--- src/rtl/uart_fifo_pkg.sv ---
// uart_fifo_pkg
// Shared constants and types for the UART FIFO level controller.
//   DEPTH_DEF    : default FIFO depth in bytes
//   CNT_W        : width of the fill-level counters (holds 0..16)
//   TO_CHARS_DEF : default character times before RX timeout
//   dma_state_t  : DMA handshake state, DMA_ACTIVE drives *rdy_n low
package uart_fifo_pkg;

  localparam int CNT_W        = 5;
  localparam int DEPTH_DEF    = 16;
  localparam int TO_CHARS_DEF = 4;

  typedef enum logic {
    DMA_IDLE   = 1'b0,
    DMA_ACTIVE = 1'b1
  } dma_state_t;

endpackage

--- src/rtl/uart_fifo_level.sv ---
// uart_fifo_level
// One FIFO fill counter with capacity limit and sticky overrun flag.
// Ports:
//   clk, rst  : clock, asynchronous active-high reset
//   push, pop : byte written / byte taken
//   clr       : zero the count and overrun (wins over push/pop)
//   cap       : current capacity (DEPTH or 1)
//   count     : fill level
//   overrun   : set by a push at capacity, cleared by clr
module uart_fifo_level
  import uart_fifo_pkg::*;
(
  input  logic             clk,
  input  logic             rst,
  input  logic             push,
  input  logic             pop,
  input  logic             clr,
  input  logic [CNT_W-1:0] cap,
  output logic [CNT_W-1:0] count,
  output logic             overrun
);

  logic full;
  logic do_pop;

  assign full   = (count >= cap);
  assign do_pop = pop && (count != '0);

  always_ff @(posedge clk or posedge rst) begin
    if (rst) begin
      count   <= '0;
      overrun <= 1'b0;
    end else if (clr) begin
      count   <= '0;
      overrun <= 1'b0;
    end else begin
      case ({push, do_pop})
        2'b10: begin
          if (full) overrun <= 1'b1;
          else      count   <= count + 1'b1;
        end
        2'b01:   count <= count - 1'b1;
        default: ;
      endcase
    end
  end

endmodule

--- src/rtl/uart_fifo_ctrl.sv ---
// uart_fifo_ctrl
// 16550-style FIFO level, clear, trigger, timeout and DMA-ready control.
// Optional feature macro: UART_FIFO_CTRL_TIMEOUT_EN builds the RX character
// timeout; without it rx_timeout is 0 and RX DMA reacts to rx_trig only.
// Ports:
//   m_clk, reset                     : clock, asynchronous active-high reset
//   fifoen, rxclr, txclr, dma_mode   : FCR bits (levels)
//   rxfiftl                          : RX trigger level in bytes
//   rx_push/rx_pop, tx_push/tx_pop   : FIFO traffic
//   char_tick                        : one pulse per character time
//   rx_count, tx_count               : fill levels
//   rx_fifo_clr, tx_fifo_clr         : one-cycle clear strobes to storage
//   rx_trig, rx_timeout, rx_overrun  : RX status
//   rxrdy_n, txrdy_n                 : DMA ready, active-low
//
// DMA state table (one instance each for RX and TX)
//   state      | meaning
//   DMA_IDLE   | *rdy_n high in DMA mode 1
//   DMA_ACTIVE | *rdy_n low in DMA mode 1
module uart_fifo_ctrl
  import uart_fifo_pkg::*;
#(
  parameter int DEPTH    = DEPTH_DEF,
  parameter int TO_CHARS = TO_CHARS_DEF
) (
  input  logic             m_clk,
  input  logic             reset,
  input  logic             fifoen,
  input  logic             rxclr,
  input  logic             txclr,
  input  logic             dma_mode,
  input  logic [3:0]       rxfiftl,
  input  logic             rx_push,
  input  logic             rx_pop,
  input  logic             tx_push,
  input  logic             tx_pop,
  input  logic             char_tick,
  output logic [CNT_W-1:0] rx_count,
  output logic [CNT_W-1:0] tx_count,
  output logic             rx_fifo_clr,
  output logic             tx_fifo_clr,
  output logic             rx_trig,
  output logic             rx_timeout,
  output logic             rx_overrun,
  output logic             rxrdy_n,
  output logic             txrdy_n
);

  logic             rxclr_q, txclr_q, fifoen_q, dma_mode_q;
  logic             fifoen_chg, rx_clr_now, tx_clr_now;
  logic [CNT_W-1:0] cap;
  logic             tx_ovr_unused;
  logic             rx_go;
  dma_state_t       rx_state, rx_state_d, tx_state, tx_state_d;

  assign cap        = fifoen ? CNT_W'(DEPTH) : CNT_W'(1);
  assign fifoen_chg = fifoen ^ fifoen_q;
  assign rx_clr_now = (rxclr & ~rxclr_q) | fifoen_chg;
  assign tx_clr_now = (txclr & ~txclr_q) | fifoen_chg;

  // Edge registers reset to 1 so FCR clear bits already high create no strobe.
  always_ff @(posedge m_clk or posedge reset) begin
    if (reset) begin
      rxclr_q     <= 1'b1;
      txclr_q     <= 1'b1;
      fifoen_q    <= 1'b0;
      rx_fifo_clr <= 1'b0;
      tx_fifo_clr <= 1'b0;
    end else begin
      rxclr_q     <= rxclr;
      txclr_q     <= txclr;
      fifoen_q    <= fifoen;
      rx_fifo_clr <= rx_clr_now;
      tx_fifo_clr <= tx_clr_now;
    end
  end

  uart_fifo_level u_rx_level (
    .clk     (m_clk),
    .rst     (reset),
    .push    (rx_push),
    .pop     (rx_pop),
    .clr     (rx_clr_now),
    .cap     (cap),
    .count   (rx_count),
    .overrun (rx_overrun)
  );

  uart_fifo_level u_tx_level (
    .clk     (m_clk),
    .rst     (reset),
    .push    (tx_push),
    .pop     (tx_pop),
    .clr     (tx_clr_now),
    .cap     (cap),
    .count   (tx_count),
    .overrun (tx_ovr_unused)
  );

  assign rx_trig = fifoen && (rxfiftl != 4'd0) && (rx_count >= CNT_W'(rxfiftl));

`ifdef UART_FIFO_CTRL_TIMEOUT_EN
  localparam int TO_W = $clog2(TO_CHARS + 1);
  logic [TO_W-1:0] to_cnt;

  always_ff @(posedge m_clk or posedge reset) begin
    if (reset) begin
      to_cnt <= '0;
    end else if (rx_clr_now || rx_push || rx_pop || (rx_count == '0)) begin
      to_cnt <= '0;
    end else if (char_tick && (to_cnt != TO_W'(TO_CHARS))) begin
      to_cnt <= to_cnt + 1'b1;
    end
  end

  assign rx_timeout = fifoen && (to_cnt == TO_W'(TO_CHARS));
  assign rx_go      = rx_trig || rx_timeout;
`else
  logic tick_unused;
  assign tick_unused = char_tick;
  assign rx_timeout  = 1'b0;
  assign rx_go       = rx_trig;
`endif

  always_ff @(posedge m_clk or posedge reset) begin
    if (reset) begin
      rx_state   <= DMA_IDLE;
      tx_state   <= DMA_ACTIVE;
      dma_mode_q <= 1'b0;
    end else begin
      rx_state   <= rx_state_d;
      tx_state   <= tx_state_d;
      dma_mode_q <= dma_mode;
    end
  end

  // In mode 0 (and on any mode change) the states shadow the mode-0 rules,
  // so entering mode 1 starts from a consistent handshake.
  always_comb begin
    rx_state_d = rx_state;
    tx_state_d = tx_state;
    if (!dma_mode || (dma_mode != dma_mode_q)) begin
      rx_state_d = (rx_count != '0) ? DMA_ACTIVE : DMA_IDLE;
      tx_state_d = (tx_count == '0) ? DMA_ACTIVE : DMA_IDLE;
    end else begin
      if (rx_state == DMA_IDLE) begin
        if (rx_go) rx_state_d = DMA_ACTIVE;
      end else if (rx_count == '0) begin
        rx_state_d = DMA_IDLE;
      end
      if (tx_state == DMA_IDLE) begin
        if (tx_count == '0) tx_state_d = DMA_ACTIVE;
      end else if (tx_count >= cap) begin
        tx_state_d = DMA_IDLE;
      end
    end
  end

  assign rxrdy_n = dma_mode ? (rx_state != DMA_ACTIVE) : (rx_count == '0);
  assign txrdy_n = dma_mode ? (tx_state != DMA_ACTIVE) : (tx_count != '0);

endmodule

--- config.mk ---
export PLATFORM = sky130hd
export DESIGN_NAME = uart_fifo_ctrl
export DESIGN_NICKNAME = d
export VERILOG_FILES = /design/src/rtl/uart_fifo_pkg.sv /design/src/rtl/uart_fifo_level.sv /design/src/rtl/uart_fifo_ctrl.sv
export SDC_FILE = /design/constraint.sdc
export NUM_CORES = 1
export LEC_CHECK = 0
export CORE_AREA = 2 2 106 57
export CTS_BUF_LIST = sky130_fd_sc_hd__clkbuf_2
export DETAILED_ROUTE_END_ITERATION = 16
export DIE_AREA = 0 0 108 59
export DONT_BUFFER_PORTS = 1
export PLACE_DENSITY = 0.44
export SYNTH_ARGS = -nofsm -noshare
export SYNTH_HDL_FRONTEND = slang
export SYNTH_SLANG_ARGS = --single-unit
export TNS_END_PERCENT = 100
--- constraint.sdc ---
create_clock -name m_clk -period 3.3 [get_ports m_clk]
set_input_delay 0.33 -clock m_clk [delete_from_list [all_inputs] [get_ports m_clk]]
set_output_delay 0.33 -clock m_clk [all_outputs]
set_load 0.005 [all_outputs]
## Word level (Yosys, flattened, before mapping)

Cells that the tools add are included.

| cells by class | value |
|---|---|
| add/sub/neg operators | 4 |
| magnitude comparators | 3 |
| equality and inequality tests | 7 |
| muxes and demuxes | 21 |
| bitwise operators | 9 |
| reductions and logical operators | 18 |

Operators by type and width:

| cell | count |
|---|---|
| $mux W5 | 5 |
| $pmux W5 S2 | 2 |
| $mux W1 | 14 |
| $add A5 B1 Y5 const B | 2 |
| $ge A5 B5 Y1 | 2 |
| $logic_not A5 Y1 | 2 |
| $reduce_bool A5 Y1 | 2 |
| $sub A5 B1 Y5 const B | 2 |
| $ne A3 B3 Y1 const B | 2 |
| $reduce_and A2 Y1 | 3 |
| $reduce_bool A3 Y1 | 2 |
| $ge A5 B4 Y1 | 1 |
| $eq A2 B1 Y1 const B | 2 |
| $eq A2 B2 Y1 const B | 2 |
| $logic_and A1 B1 Y1 | 4 |
| $not A1 Y1 | 4 |
| $reduce_bool A2 Y1 | 2 |
| $reduce_bool A4 Y1 | 1 |
| $and A1 B1 Y1 | 2 |
| $or A1 B1 Y1 | 2 |
| $logic_not A1 Y1 | 1 |
| $logic_or A1 B1 Y1 | 1 |
| $ne A1 B1 Y1 | 1 |
| $xor A1 B1 Y1 | 1 |

| word-level totals | value |
|---|---|
| register bits after elaboration | 19 |
| word-level logic and storage cells | 73 |

## Depth between registers and ports, before layout

Gate-level depths: netlist of the first run.

| depth | value |
|---|---|
| depth after elaboration | 6 |
| depth in mapped cells | 9 |
| depth with buffers taken out | 8 |

## Modules after synthesis

Synthesis of the first run repeated with hierarchy kept, for this count alone.

| unflattened totals | value |
|---|---|
| cells, all modules | 173 |
| area, all modules | 1,664.1 um2 |

By module, submodules not included:

| module | times used | cells an instance | area each (um2) |
|---|---|---|---|
| uart_fifo_level | 2 | 61 | 585.6 |
| uart_fifo_ctrl | 1 | 51 | 493.0 |

## Worst setup path after synthesis of the first run

No wires, ideal clock.

| path | value |
|---|---|
| path type | reg-to-reg |
| start point | register u_rx_level.count[3] |
| end point | register u_rx_level.count[4] |
| library setup time | 0.137 ns |
| arrival | 2.292 ns |
| data required time | 3.163 ns |
| setup slack | 0.872 ns |
| stages on the path, launching flop included | 9 |
| path buffers | 0 |
| period minus slack after synthesis | 2.428 ns |
| cell sequence | dfrtp_1 > nor3_4 > a21oi_1 > xor2_1 > ha_1 > or4b_1 > a2111oi_2 > xnor2_1 > nor2_1 |

| on the way | value |
|---|---|
| cells in the longest elaborated chain, start to end | 5 |
| elaborated cells between the ends (all ways) | 13 |

RTL lines:

| element | RTL line | text |
|---|---|---|
| from (decl) | uart_fifo_level.sv:19 | `output logic [CNT_W-1:0] count,` |
| from (signal assigned) | uart_fifo_level.sv:40 | `else count <= count + 1'b1;` |
| from (signal assigned) | uart_fifo_level.sv:42 | `2'b01: count <= count - 1'b1;` |
| branches (longest 5 deep; another with $add A5 B1 Y5) | -- |  |

Several ways; the timed one is not identified. The select of a mux whose other input is x is not followed.
A chain may end at the register's enable or synchronous reset.

## Final worst setup path of the first run

Ends and elaborated chain as after synthesis.

==> impl_summary.log, run 1 <==
INFO  metric area.growth.synth_to_final = 11.8%
INFO  metric die_width = 108 microns
INFO  metric initialDrtViolationCount = 51
INFO  metric cts_max_path_buffers = 2
INFO  metric synth-seq-area-share = 0.368
INFO  metric antenna-diode-count = 0
INFO  metric kind_of_critical_path = reg2reg
INFO  metric timing.final.hold_violations = 0
INFO  metric grt_setup_unrepaired = no
INFO  metric crit_fanout = 8
INFO  metric initial_standard_cell_utilization_of_the_core = 0.243
INFO  metric regArea = 479 sq um
INFO  metric crit_path_end_kind = flop
INFO  metric comb_power_share = 0.346
INFO  metric dpl-instance-area = 0.00140 sq mm
INFO  metric grt_max_degree = 20
INFO  metric nNetsFinal = 176
INFO  metric cts_setup_buffers = 0
INFO  metric cts_tree = done
INFO  metric grt-ovfl-total = 0
INFO  metric synth.top_cell.area_share = 0.308
INFO  metric grt_first_pass_wirelength = 4770 microns
INFO  metric multi_input_comb_area = 757 sq um
INFO  metric timing.max_cap.violations = 0
INFO  metric firstDrtPassIters = 4
INFO  metric ctsHoldBuffers = 3
INFO  metric min_period = 2650 ps
INFO  metric fin_worst_skew = 7.15 ps
INFO  metric critical_path_at = 2840 ps
INFO  metric cp-start-kind = flop
INFO  metric clock_tree.htree_level_count = 1
INFO  metric intPower = 0.385 mW
INFO  metric ys_top_cells_by_area = dfrtp_1, ha_1, dfstp_2
INFO  metric clk_pin_slew = 180 ps
INFO  metric post_synth_instance_area = 0.00130 sq mm
INFO  metric final-max-slew-violation-count = 0
INFO  metric dpl.hpwl = 2220 microns
INFO  metric finish.cell_count_without_fillers = 223
INFO  metric worst_slew_margin_rel = 0.522
INFO  metric via_per_inst = 4.82
INFO  metric dr_drc_count = 0
INFO  metric vias = 1075
INFO  metric drt-wirelength-per-cell = 13.1 microns
INFO  metric die_area = 0.00637 sq mm
INFO  metric synth_fp_nets = 167
INFO  metric final_layout_size_suffix_gt1_frac = 0.113
INFO  metric fp-row-count = 19
INFO  metric post_synth.cell_area_avg = 9.16 sq um
INFO  metric power_leakage = 0.643 nW
INFO  metric required_time_of_the_critical_path = 3480 ps
INFO  metric cts-buffers-inserted = 3
INFO  metric switchingPower = 0.222 mW
INFO  metric ys_ff_latch = 19
INFO  metric ant_nets = 0
INFO  metric vdd_drop_max = 104 uV
INFO  metric layout.filler_cells = 560
INFO  metric setup_tns = 0 ps
INFO  metric unique_masters_post_synth = 46
INFO  metric fmax = 377 MHz
INFO  metric cts.repair.resized = 0
INFO  metric number_of_i_o_port_buffers = 0
INFO  metric r2r_setup_slack = 650 ps
INFO  metric dp.cells = 215
INFO  metric core_ar = 0.00535 sq mm
INFO  metric gp_routability_congestion = 0.749
INFO  metric holdCritPathClass = in2async
INFO  metric grt_pass1_vias = 979
INFO  metric run_status = complete, no violations
INFO  metric cts.root.buffer_cell = clkbuf_2
INFO  metric final_standard_cell_area_without_fillers = 0.00146 sq mm
INFO  metric worstSkewPairLatency = 300 ps
INFO  metric synth_edf_count = 0
INFO  metric netlist_instances = 142
INFO  metric initial_antenna_violation_count = 0
INFO  metric wirelength = 2910 microns
INFO  metric synth_top_flop_cell = dfrtp_1
INFO  metric power_share_of_the_sequential_group = 0.492
INFO  metric grt_util_all_layers = 0.0952
INFO  metric chipHeight = 59 microns
INFO  metric p_per_area = 417 mW/mm^2
INFO  metric clk_sink_count = 19
INFO  metric worstSetupStartpoint = u_rx_level.count[3]$_DFFE_PP0P_
INFO  metric postSynth.asyncResetShare = 1.00
INFO  metric ios = 32
INFO  metric finalSetupViolations = 0
INFO  metric power_frac_clock = 0.162
INFO  metric final_min_period_over_clock_period = 0.804
INFO  metric power.share.switching = 0.365
INFO  metric timing_worst_slew_pin_value = 716 ps
INFO  metric yosys_top_cell_by_area = dfrtp_1
INFO  metric r2r_start = u_rx_level.count[3]$_DFFE_PP0P_
INFO  metric yosysWarnings = 0
[per-layer routing]
metal	part of all wire	track usage	vias up
met5	0	0	-
li1	-	-	540
met3	0.058	0.0275	2
met4	0.0093	0.0403	0
met1	0.45	0.116	511
met2	0.49	0.161	22
[layout make-up]
| type | count | area share |
|---|---|---|
| Multi-Input combinational cell | 107 | 0.520 |
| Sequential cell | 19 | 0.329 |
| Clock buffer | 3 | 0.0103 |
| Tap cell | 73 | 0.0628 |
| Clock inverter | 1 | 0.00344 |
| Timing Repair Buffer | 6 | 0.0378 |
| Inverter | 14 | 0.0361 |
[path summary, 6_finish.rpt]
check / to / depth (start not counted)
worst max-delay path: u_rx_level.count[4]$_DFFE_PP0P_ / 8
worst min-delay path: tx_fifo_clr$_DFF_PP0_ / 1
worst max register to register: u_rx_level.count[4]$_DFFE_PP0P_ / 8
worst min register to register: u_rx_level.overrun$_DFFE_PP0P_ / 2
max in group asynchronous: rx_state$_DFF_PP0_ / 1
min in group m_clk: tx_state$_DFF_PP1_ / 2
[power groups by stage]
stage | Clock, mW | Combinational, mW | Sequential [mW]
floorplan | 0 | 0.170 | 0.294
global placement | 0 | 0.207 | 0.304
detailed placement | 0 | 0.207 | 0.304
CTS | 0.108 | 0.212 | 0.299
global route | 0.120 | 0.236 | 0.304
finish | 0.0982 | 0.210 | 0.298
[Yosys cell counts (all sizes together), types with 2 or more instances]
cell	count
dfrtp	16
inv	14
nor2	13
ha	10
nand2	8
a21oi	7
o21ai	7
a211oi	5
a31oi	4
nor3	4
xnor2	4
a21o	3
dfstp	3
mux2i	3
nand2b	3
nand3	3
nand4	3
o22ai	3
buf	2
nor4	2
o211ai	2
or3	2
or4	2
xor2	2
[worst max-delay path, stage by stage, from the launching register on]
cell and delay [ps]:
dfrtp_1 550, nor3_4 330, a21oi_1 150, xor2_1 160, ha_1 220, or4b_1 550
a2111oi_2 360, xnor2_1 170, nor2_1 50
[cells in the final DEF (no fill, tap or decap), types with 4 or more instances in the layout]
cell type,count
nor2_1,13
xnor2_1,4
inv_1,14
ha_1,10
a211oi_1,5
dfrtp_1,16
dlygate4sd3_1,4
o21ai_0,5
nand2_1,8
a21oi_1,7
a31oi_1,4
[metrics by stage]
stage | power, mW | hold WS [ps] | util | setup WS [ps]
global placement | 0.511 | 335 | 0.261 | 628
detailed placement | 0.512 | 335 | 0.261 | 633
CTS | 0.620 | 0.885 | 0.270 | 617
global route | 0.660 | 23.6 | 0.272 | 483
finish | 0.606 | 0.769 | 0.272 | 646
floorplan | 0.464 | 279 | - | 872
[flip-flops by register name (all words and copies together) (netlist names)]
name / cells
u_rx_level.count: 5
rx_state: 1
rx_fifo_clr: 1
tx_fifo_clr: 1
rxclr_q: 1
u_rx_level.overrun: 1
txclr_q: 1
u_tx_level.count: 5
fifoen_q: 1
dma_mode_q: 1
tx_state: 1
[cells by family after synthesis]
family                   Yosys count  synth area share
AO/OA/AOI/OAI                     39             0.205
XOR/XNOR                           6            0.0404
buffers and inverters             16            0.0500
flip-flops                        19             0.368
other                              1           0.00288
AND/OR/NAND/NOR                   47             0.206
multiplexers                       4            0.0317
adder cells (fa/ha/maj)           10            0.0962
No activity file was read; power rests on OpenSTA's default activity.
==> run 2: changes to the inputs <==
ABC_AREA = 1   (was unset)
CORE_AREA = 2 2 111 59   (was 2 2 106 57)
DIE_AREA = 0 0 113 61   (was 0 0 108 59)
PLACE_DENSITY = 0.46   (was 0.44)
clock period = 2.3 ns   (was 3.3 ns; I/O delays follow)
==> run 2 against run 1 <==
  * The run now ends with design-rule violations left
  * Sequential share of layout area fell by 3.2 points
  * Non-clock buffer count did not move
  * First-iteration DRC count up 110%
  * Sequential cell count stayed put
  * Design area up 11%
  * Critical path depth unchanged
  * Global-route usage is 2.5 points higher
  * Routed wire length grew 24%
  * Synthesized area rose by 11%
  * Die area increased by 8.2%
  * Combinational power rose to 5.4 times the previous value
  * Clock power grew 57%
  * Critical path type is now reg2out
  * Highest routed layer unchanged
==> impl_summary.log, run 2 <==
INFO  metric netlist_instances = 187 (was 142)
INFO  metric initialDrtViolationCount = 106 (was 51)
INFO  metric ys_top_cells_by_area = dfrtp_1, nand2_1, inv_1 (was dfrtp_1, ha_1, dfstp_2)
INFO  metric crit_family = flip-flops (was simple AND/OR/NAND/NOR gates)
INFO  metric most-common-layout-cells = nand2_1, inv_1, dfrtp_1 (was dfrtp_1, inv_1, nor2_1, ha_1, nand2_1)
INFO  metric pnr_total_power = 1.88 mW (was 0.606 mW)
INFO  metric unique_masters_post_synth = 28 (was 46)
INFO  metric synth_top_flop_cell = dfrtp_1 (unchanged)
INFO  metric ant_nets = 0 (unchanged)
INFO  metric final_layout_size_suffix_gt1_frac = 0.189 (was 0.113)
INFO  metric ios = 32 (unchanged)
INFO  metric synth_commonest_cells = nand2_1, inv_1, dfrtp_1 (was dfrtp_1, inv_1, nor2_1, ha_1, nand2_1)
INFO  metric grt_util_all_layers = 0.120 (was 0.0952)
INFO  metric registers_with_the_most_flip_flops = u_rx_level.count: 5 flops, u_tx_level.count: 5 flops (unchanged)
INFO  metric run_status = complete, but fails checks (was complete, no violations)
INFO  metric final-max-slew-violation-count = 0 (unchanged)
INFO  metric dpl.hpwl = 2930 microns (was 2220 microns)
INFO  metric timing.max_cap.violations = 0 (unchanged)
INFO  metric cts.root.buffer_cell = clkbuf_2 (unchanged)
INFO  metric core_ar = 0.00591 sq mm (was 0.00535 sq mm)
INFO  metric fin_util = 0.273 (was 0.272)
INFO  metric synth.top_cell.area_share = 0.278 (was 0.308)
INFO  metric timing.critical_path.cells = inv_1 -> ha_1 -> o21ai_1 -> nand2_1 -> a21oi_2 -> o21ai_0 -> nand2_1 -> inv_1 (was nor3_4 -> a21oi_1 -> xor2_1 -> ha_1 -> or4b_1 -> a2111oi_2 -> xnor2_1 -> nor2_1)
INFO  metric yosysWarnings = 0 (unchanged)
INFO  metric dr_drc_count = 2 (was 0)
INFO  metric gp_routability_congestion = 0.800 (was 0.749)
INFO  metric number_of_i_o_port_buffers = 0 (unchanged)
INFO  metric p_per_area = 1170 mW/mm^2 (was 417 mW/mm^2)
INFO  metric vdd_drop_max = 315 uV (was 104 uV)
INFO  metric crit_path_end_kind = output pin (was flop)
INFO  metric ys_ff_latch = 19 (unchanged)
INFO  metric initial_standard_cell_utilization_of_the_core = 0.244 (was 0.243)
INFO  metric die_width = 113 microns (was 108 microns)
INFO  metric timing_worst_slew_pin_value = 782 ps (was 716 ps)
INFO  metric crit_fanout = 8 (unchanged)
INFO  metric fin_worst_skew = 4.89 ps (was 7.15 ps)
INFO  metric place_ws = 326 ps (was 633 ps)
INFO  metric synth_edf_count = 0 (unchanged)
INFO  metric fp-row-count = 20 (was 19)
INFO  metric grt_setup_unrepaired = no (unchanged)
INFO  metric crit_path_max_incr_delay = 520 ps (was 550 ps)
INFO  metric cp-start-kind = flop (unchanged)
INFO  metric via_per_inst = 4.35 (was 4.82)
INFO  metric synth_fp_nets = 212 (was 167)
INFO  metric grt-ovfl-total = 0 (unchanged)
INFO  metric grt_pass1_vias = 1141 (was 979)
INFO  metric kind_of_critical_path = reg2out (was reg2reg)
INFO  metric required_time_of_the_critical_path = 2070 ps (was 3480 ps)
INFO  metric post-route-worst-setup-slack = 201 ps (was 646 ps)
INFO  metric min_period = 2100 ps
INFO  metric post_synth.cell_area_avg = 7.71 sq um (was 9.16 sq um)
INFO  metric vias = 1188 (was 1075)
INFO  metric worstPathBufferInverterCount = 2 (was 0)
INFO  metric post_synth_instance_area = 0.00144 sq mm (was 0.00130 sq mm)
INFO  metric wirelength = 3620 microns (was 2910 microns)
INFO  metric initial_antenna_violation_count = 0 (unchanged)
INFO  metric timing.final.hold_violations = 0 (unchanged)
INFO  metric holdCritPathClass = in2reg (was in2async)
INFO  metric power_leakage = 0.797 nW (was 0.643 nW)
INFO  metric layout.filler_cells = 658 (was 560)
INFO  metric grt_max_degree = 20 (unchanged)
INFO  metric firstDrtPassIters = 10 (was 4)
INFO  metric fmax = 476 MHz
INFO  metric worstSkewPairLatency = 320 ps (was 300 ps)
INFO  metric yosys_top_cell_by_area = dfrtp_1 (unchanged)
INFO  metric layout.cells.most_common = nand2_1 (was dfrtp_1)
INFO  metric cts_max_path_buffers = 2 (unchanged)
INFO  metric post-synth-top-count-cell = nand2_1 (was dfrtp_1)
INFO  metric cts-buffers-inserted = 3 (unchanged)
INFO  metric nNetsFinal = 222 (was 176)
INFO  metric finalSetupViolations = 0 (unchanged)
INFO  metric postSynth.asyncResetShare = 1.00 (unchanged)
INFO  metric area.growth.synth_to_final = 11.9% (was 11.8%)
INFO  metric chipHeight = 61 microns (was 59 microns)
INFO  metric cts_tree = done (unchanged)
INFO  metric drt-wirelength-per-cell = 13.2 microns (was 13.1 microns)
INFO  metric violations = design-rule violations
INFO  metric synth-seq-area-share = 0.332 (was 0.368)
INFO  metric clk_pin_slew = 200 ps (was 180 ps)
INFO  metric critical_path_at = 1870 ps (was 2840 ps)
INFO  metric antenna-diode-count = 0 (unchanged)
INFO  metric final_min_period_over_clock_period = 0.913
INFO  metric clock_tree.htree_level_count = 1 (unchanged)
INFO  metric die_area = 0.00689 sq mm (was 0.00637 sq mm)
INFO  metric cts_setup_buffers = 0 (unchanged)
INFO  metric setup_tns = 0 ps (unchanged)
INFO  metric crit_path_top_delay_cell = dfrtp_2 (was dfrtp_1)
INFO  metric grt_first_pass_wirelength = 6270 microns (was 4770 microns)
INFO  metric clk_sink_count = 19 (unchanged)
INFO  metric worst_slew_margin_rel = 0.478 (was 0.522)
==> run 2: changes by cell type after synthesis, moves of 5 or more <==
cell	before	now
a211oi_1	5	0
inv_1	14	35
inv_2	0	5
nand2_1	8	38
nand2_2	0	5
nand3_1	3	10
nand4_1	3	10
nor2_1	13	5
==> run 2: cells by family (layout without fill, tap and decap cells) <==
kind of cell / after synthesis / in the layout / synth area share
xor+xnor: 5 / 5 / 0.0304
other cells: 1 / 1 / 0.00260
fa+ha+maj: 10 / 10 / 0.0867
simple gates: 83 / 83 / 0.312
compound gates: 28 / 28 / 0.127
buf+inv: 41 / 50 / 0.109
flops: 19 / 19 / 0.332
==> run 2: timing repair <==
item	4_1_cts	5_1_grt
resized for setup	0	3
setup endpoints to repair	0	1
hold endpoints to repair	20	0
hold buffers	5	0
==> run 2: worst paths after layout <==
path / from / end / slack (ps) / depth (start not counted)
max in group asynchronous: reset / u_rx_level.count[0]$_DFFE_PP0P_ / 1320 / 2
max: u_rx_level.count[0]$_DFFE_PP0P_ / rx_trig / 200 / 8
min in group asynchronous: reset / u_tx_level.count[0]$_DFFE_PP0P_ / 460 / 2
max reg2reg: u_rx_level.count[1]$_DFFE_PP0P_ / u_rx_level.count[4]$_DFFE_PP0P_ / 320 / 14
min: dma_mode / tx_state$_DFF_PP1_ / 20 / 2
min reg2reg: tx_state$_DFF_PP1_ / tx_state$_DFF_PP1_ / 540 / 2
==> run 2: final cells by class <==
| class | instances | area [sq um] | area share |
|---|---|---|---|
| multi-input combinational | 127 | 810 | 0.502 |
| sequential | 19 | 480 | 0.298 |
| inverter | 40 | 150 | 0.0930 |
| tap | 77 | 96.3 | 0.0597 |
| timing repair buffer | 6 | 57.6 | 0.0357 |
| clock buffer | 3 | 15.0 | 0.00930 |
| clock inverter | 1 | 5.00 | 0.00310 |
==> run 2: report_power, final <==
part	leakage (nW)	switching, mW	total (mW)	internal [mW]
Clock	0.0164	0.114	0.154	0.0394
Sequential	0.236	0.159	0.604	0.444
Combinational	0.545	0.716	1.13	0.410
Total	0.797	0.989	1.88	0.894
==> run 2: layer usage <==
layer | track usage | vias to the layer above | wire (microns)
li1 | - | 621 | -
met1 | 0.203 | 533 | 2160
met2 | 0.133 | 32 | 1120
met3 | 0.0440 | 2 | 321
met4 | 0.0209 | 0 | 17
met5 | 0 | - | 0
==> run 2: metrics by stage <==
| step | area [sq um] | hold WS (ps) | std cells |
|---|---|---|---|
| floorplan | 1440 | 179 | 187 |
| global placement | 1540 | 235 | 264 |
| detailed placement | 1540 | 235 | 264 |
| CTS | 1610 | 0.836 | 273 |
| global route | 1610 | 5.29 | 273 |
| finish | 1610 | 16.6 | 273 |
==> run 2: worst register-to-register path, stage by stage, from the launching register on <==
cell and delay, ps:
dfrtp_1 520, nor2_4 190, nand3_4 140, nand3_2 170, nand2_1 90, nand2_1 90, inv_1 50, ha_1 160
inv_1 50, nand2_1 90, nand3_1 130, nand2_1 60, nand2_1 60, nand3_1 80, nand2_1 70
==> run 3: changes to the inputs <==
PLACE_DENSITY = 0.45   (was 0.46)
clock period = 2 ns   (was 2.3 ns; I/O delays follow)
==> run 3 against run 2 <==
  * The flow still finishes with violations (design-rule violations)
  * Sequential cell count is the same
  * Sequential share of layout area shrank 2.3 points
  * Combinational power increased by 43%
  * Final cell count is 4.4% higher
  * Total power is 28% higher
  * Clock skew down 3.0 ps
  * Critical path type unchanged
  * Largest cell class unchanged
==> impl_summary.log, run 3 (synthesis gave the netlist of run 2 again) <==
INFO  metric run_status = complete, but fails checks (unchanged)
INFO  metric violations = design-rule violations (unchanged)
INFO  metric fin_worst_skew = 1.93 ps (was 4.89 ps)
INFO  metric timing_worst_slew_pin_value = 744 ps (was 782 ps)
INFO  metric drt-wirelength-per-cell = 13.1 microns (was 13.2 microns)
INFO  metric die_width = 113 microns (unchanged)
INFO  metric grt_first_pass_wirelength = 5830 microns (was 6270 microns)
INFO  metric nNetsFinal = 234 (was 222)
INFO  metric cts-buffers-inserted = 3 (unchanged)
INFO  metric final-max-slew-violation-count = 0 (unchanged)
INFO  metric worst_slew_margin_rel = 0.504 (was 0.478)
INFO  metric registers_with_the_most_flip_flops = u_rx_level.count: 5 flops, u_tx_level.count: 5 flops (unchanged)
INFO  metric cts_tree = done (unchanged)
INFO  metric grt_pass1_vias = 1071 (was 1141)
INFO  metric p_per_area = 1380 mW/mm^2 (was 1170 mW/mm^2)
INFO  metric most-common-layout-cells = nand2_1, inv_1, dfrtp_1, buf_4, nand4_1 (was nand2_1, inv_1, dfrtp_1)
INFO  metric antenna-diode-count = 0 (unchanged)
INFO  metric initialDrtViolationCount = 87 (was 106)
INFO  metric dpl.hpwl = 2970 microns (was 2930 microns)
INFO  metric kind_of_critical_path = reg2out (unchanged)
INFO  metric fmax = 548 MHz
INFO  metric layout.cells.most_common = nand2_1 (unchanged)
INFO  metric grt_max_degree = 20 (unchanged)
INFO  metric clk_pin_slew = 190 ps (was 200 ps)
INFO  metric pnr_total_power = 2.41 mW (was 1.88 mW)
INFO  metric cp-start-kind = flop (unchanged)
INFO  metric gp_routability_congestion = 0.788 (was 0.800)
INFO  metric min-delay-start = txclr (was dma_mode)
INFO  metric final_layout_size_suffix_gt1_frac = 0.260 (was 0.189)
INFO  metric timing.max_cap.violations = 0 (unchanged)
INFO  metric dr_drc_count = 4 (was 2)
INFO  metric worstSkewPairLatency = 310 ps (was 320 ps)
INFO  metric final_min_period_over_clock_period = 0.912
INFO  metric critical_path_at = 1620 ps (was 1870 ps)
INFO  metric crit_fanout = 4 (was 8)
INFO  metric required_time_of_the_critical_path = 1800 ps (was 2070 ps)
INFO  metric number_of_i_o_port_buffers = 0 (unchanged)
INFO  metric grt-ovfl-total = 0 (unchanged)
INFO  metric initial_standard_cell_utilization_of_the_core = 0.244 (unchanged)
INFO  metric fp-row-count = 20 (unchanged)
INFO  metric grt_setup_unrepaired = no (unchanged)
INFO  metric fin_hold_ws = 62.8 ps (was 16.6 ps)
INFO  metric initial_antenna_violation_count = 0 (unchanged)
INFO  metric core_ar = 0.00591 sq mm (unchanged)
INFO  metric die_area = 0.00689 sq mm (unchanged)
INFO  metric layout.filler_cells = 652 (was 658)
INFO  metric via_per_inst = 4.38 (was 4.35)
INFO  metric wirelength = 3730 microns (was 3620 microns)
INFO  metric fin_util = 0.296 (was 0.273)
INFO  metric clock_tree.htree_level_count = 1 (unchanged)
INFO  metric vdd_drop_max = 303 uV (was 315 uV)
INFO  metric holdCritPathClass = in2reg (unchanged)
INFO  metric chipHeight = 61 microns (unchanged)
INFO  metric vias = 1247 (was 1188)
INFO  metric multi_input_comb_area = 848 sq um (was 810 sq um)
INFO  metric r2r_start = u_tx_level.count[3]$_DFFE_PP0P_ (was u_rx_level.count[1]$_DFFE_PP0P_)
INFO  metric grt_util_all_layers = 0.112 (was 0.120)
INFO  metric clk_sink_count = 19 (unchanged)
INFO  metric setup_tns = 0 ps (unchanged)
INFO  metric firstDrtPassIters = 12 (was 10)
INFO  metric cts.root.buffer_cell = clkbuf_2 (unchanged)
INFO  metric min_period = 1820 ps
INFO  metric finalSetupViolations = 0 (unchanged)
INFO  metric area.growth.synth_to_final = 21.0% (was 11.9%)
INFO  metric regArea = 479 sq um (was 480 sq um)
INFO  metric cts_max_path_buffers = 2 (unchanged)
INFO  metric power_leakage = 0.859 nW (was 0.797 nW)
INFO  metric ant_nets = 0 (unchanged)
INFO  metric ios = 32 (unchanged)
INFO  metric crit_path_end_kind = output pin (unchanged)
INFO  metric worstSetupStartpoint = u_rx_level.count[1]$_DFFE_PP0P_ (was u_rx_level.count[0]$_DFFE_PP0P_)
INFO  metric timing.final.hold_violations = 0 (unchanged)
[run 3: cell count changes in the layout (fill, tap and decap cells not counted), sizes merged]
| cell | before | now |
|---|---|---|
| buf | 1 | 13 |
[run 3: path summary, 6_finish.rpt]
| path | end | slack, ps | cells past startpoint |
|---|---|---|---|
| min in group asynchronous | u_rx_level.count[4]$_DFFE_PP0P_ | 430 | 2 |
| max | rx_trig | 180 | 8 |
| min reg2reg | tx_state$_DFF_PP1_ | 550 | 2 |
| max in group asynchronous | dma_mode_q$_DFF_PP0_ | 1110 | 2 |
| max reg2reg | u_tx_level.count[4]$_DFFE_PP0P_ | 190 | 13 |
| min | tx_fifo_clr$_DFF_PP0_ | 60 | 2 |
[run 3: through the flow]
step | instances | setup WS [ps] | instance area [sq um]
global route | 285 | 9.67 | 1750
global placement | 273 | 205 | 1610
detailed placement | 273 | 196 | 1610
finish | 285 | 176 | 1750
floorplan | 187 | 315 | 1440
CTS | 283 | 9.47 | 1680
[run 3: repair_timing]
action                                 4_1_cts  5_1_grt
resized for setup                            1       10
pin swaps                                    0        7
setup endpoints to repair                    1        3
hold buffers                                 5        0
buffers inserted                             1        3
endpoints found under the hold margin       21        0
[run 3: layout make-up]
type	instances	share of cell area
Timing Repair Buffer	18	0.0867
Sequential cell	19	0.275
Clock inverter	1	0.00287
Inverter	40	0.0860
Clock buffer	3	0.00860
Tap cell	77	0.0552
Multi-Input combinational cell	127	0.486
[run 3: critical path, cell delays in order, from the launching register on]
cell	delay, ps
dfrtp_1	450
buf_6	150
ha_4	250
o21ai_2	40
nand2_1	70
a21oi_2	60
o21ai_1	120
nand2_1	90
inv_2	70
[run 3: power by group]
| part | internal (mW) | switching [mW] |
|---|---|---|
| logic | 0.659 | 0.960 |
| registers | 0.510 | 0.113 |
| clock network | 0.0453 | 0.125 |
| total | 1.21 | 1.20 |
[run 3: routing by layer]
layer  global-route usage  routed length, microns  up-vias
met2                0.125                    1250       52
met1                0.187                    2070      546
met5                    0                       0        -
met3               0.0440                     390        2
met4               0.0157                      11        0
li1                     -                       -      647
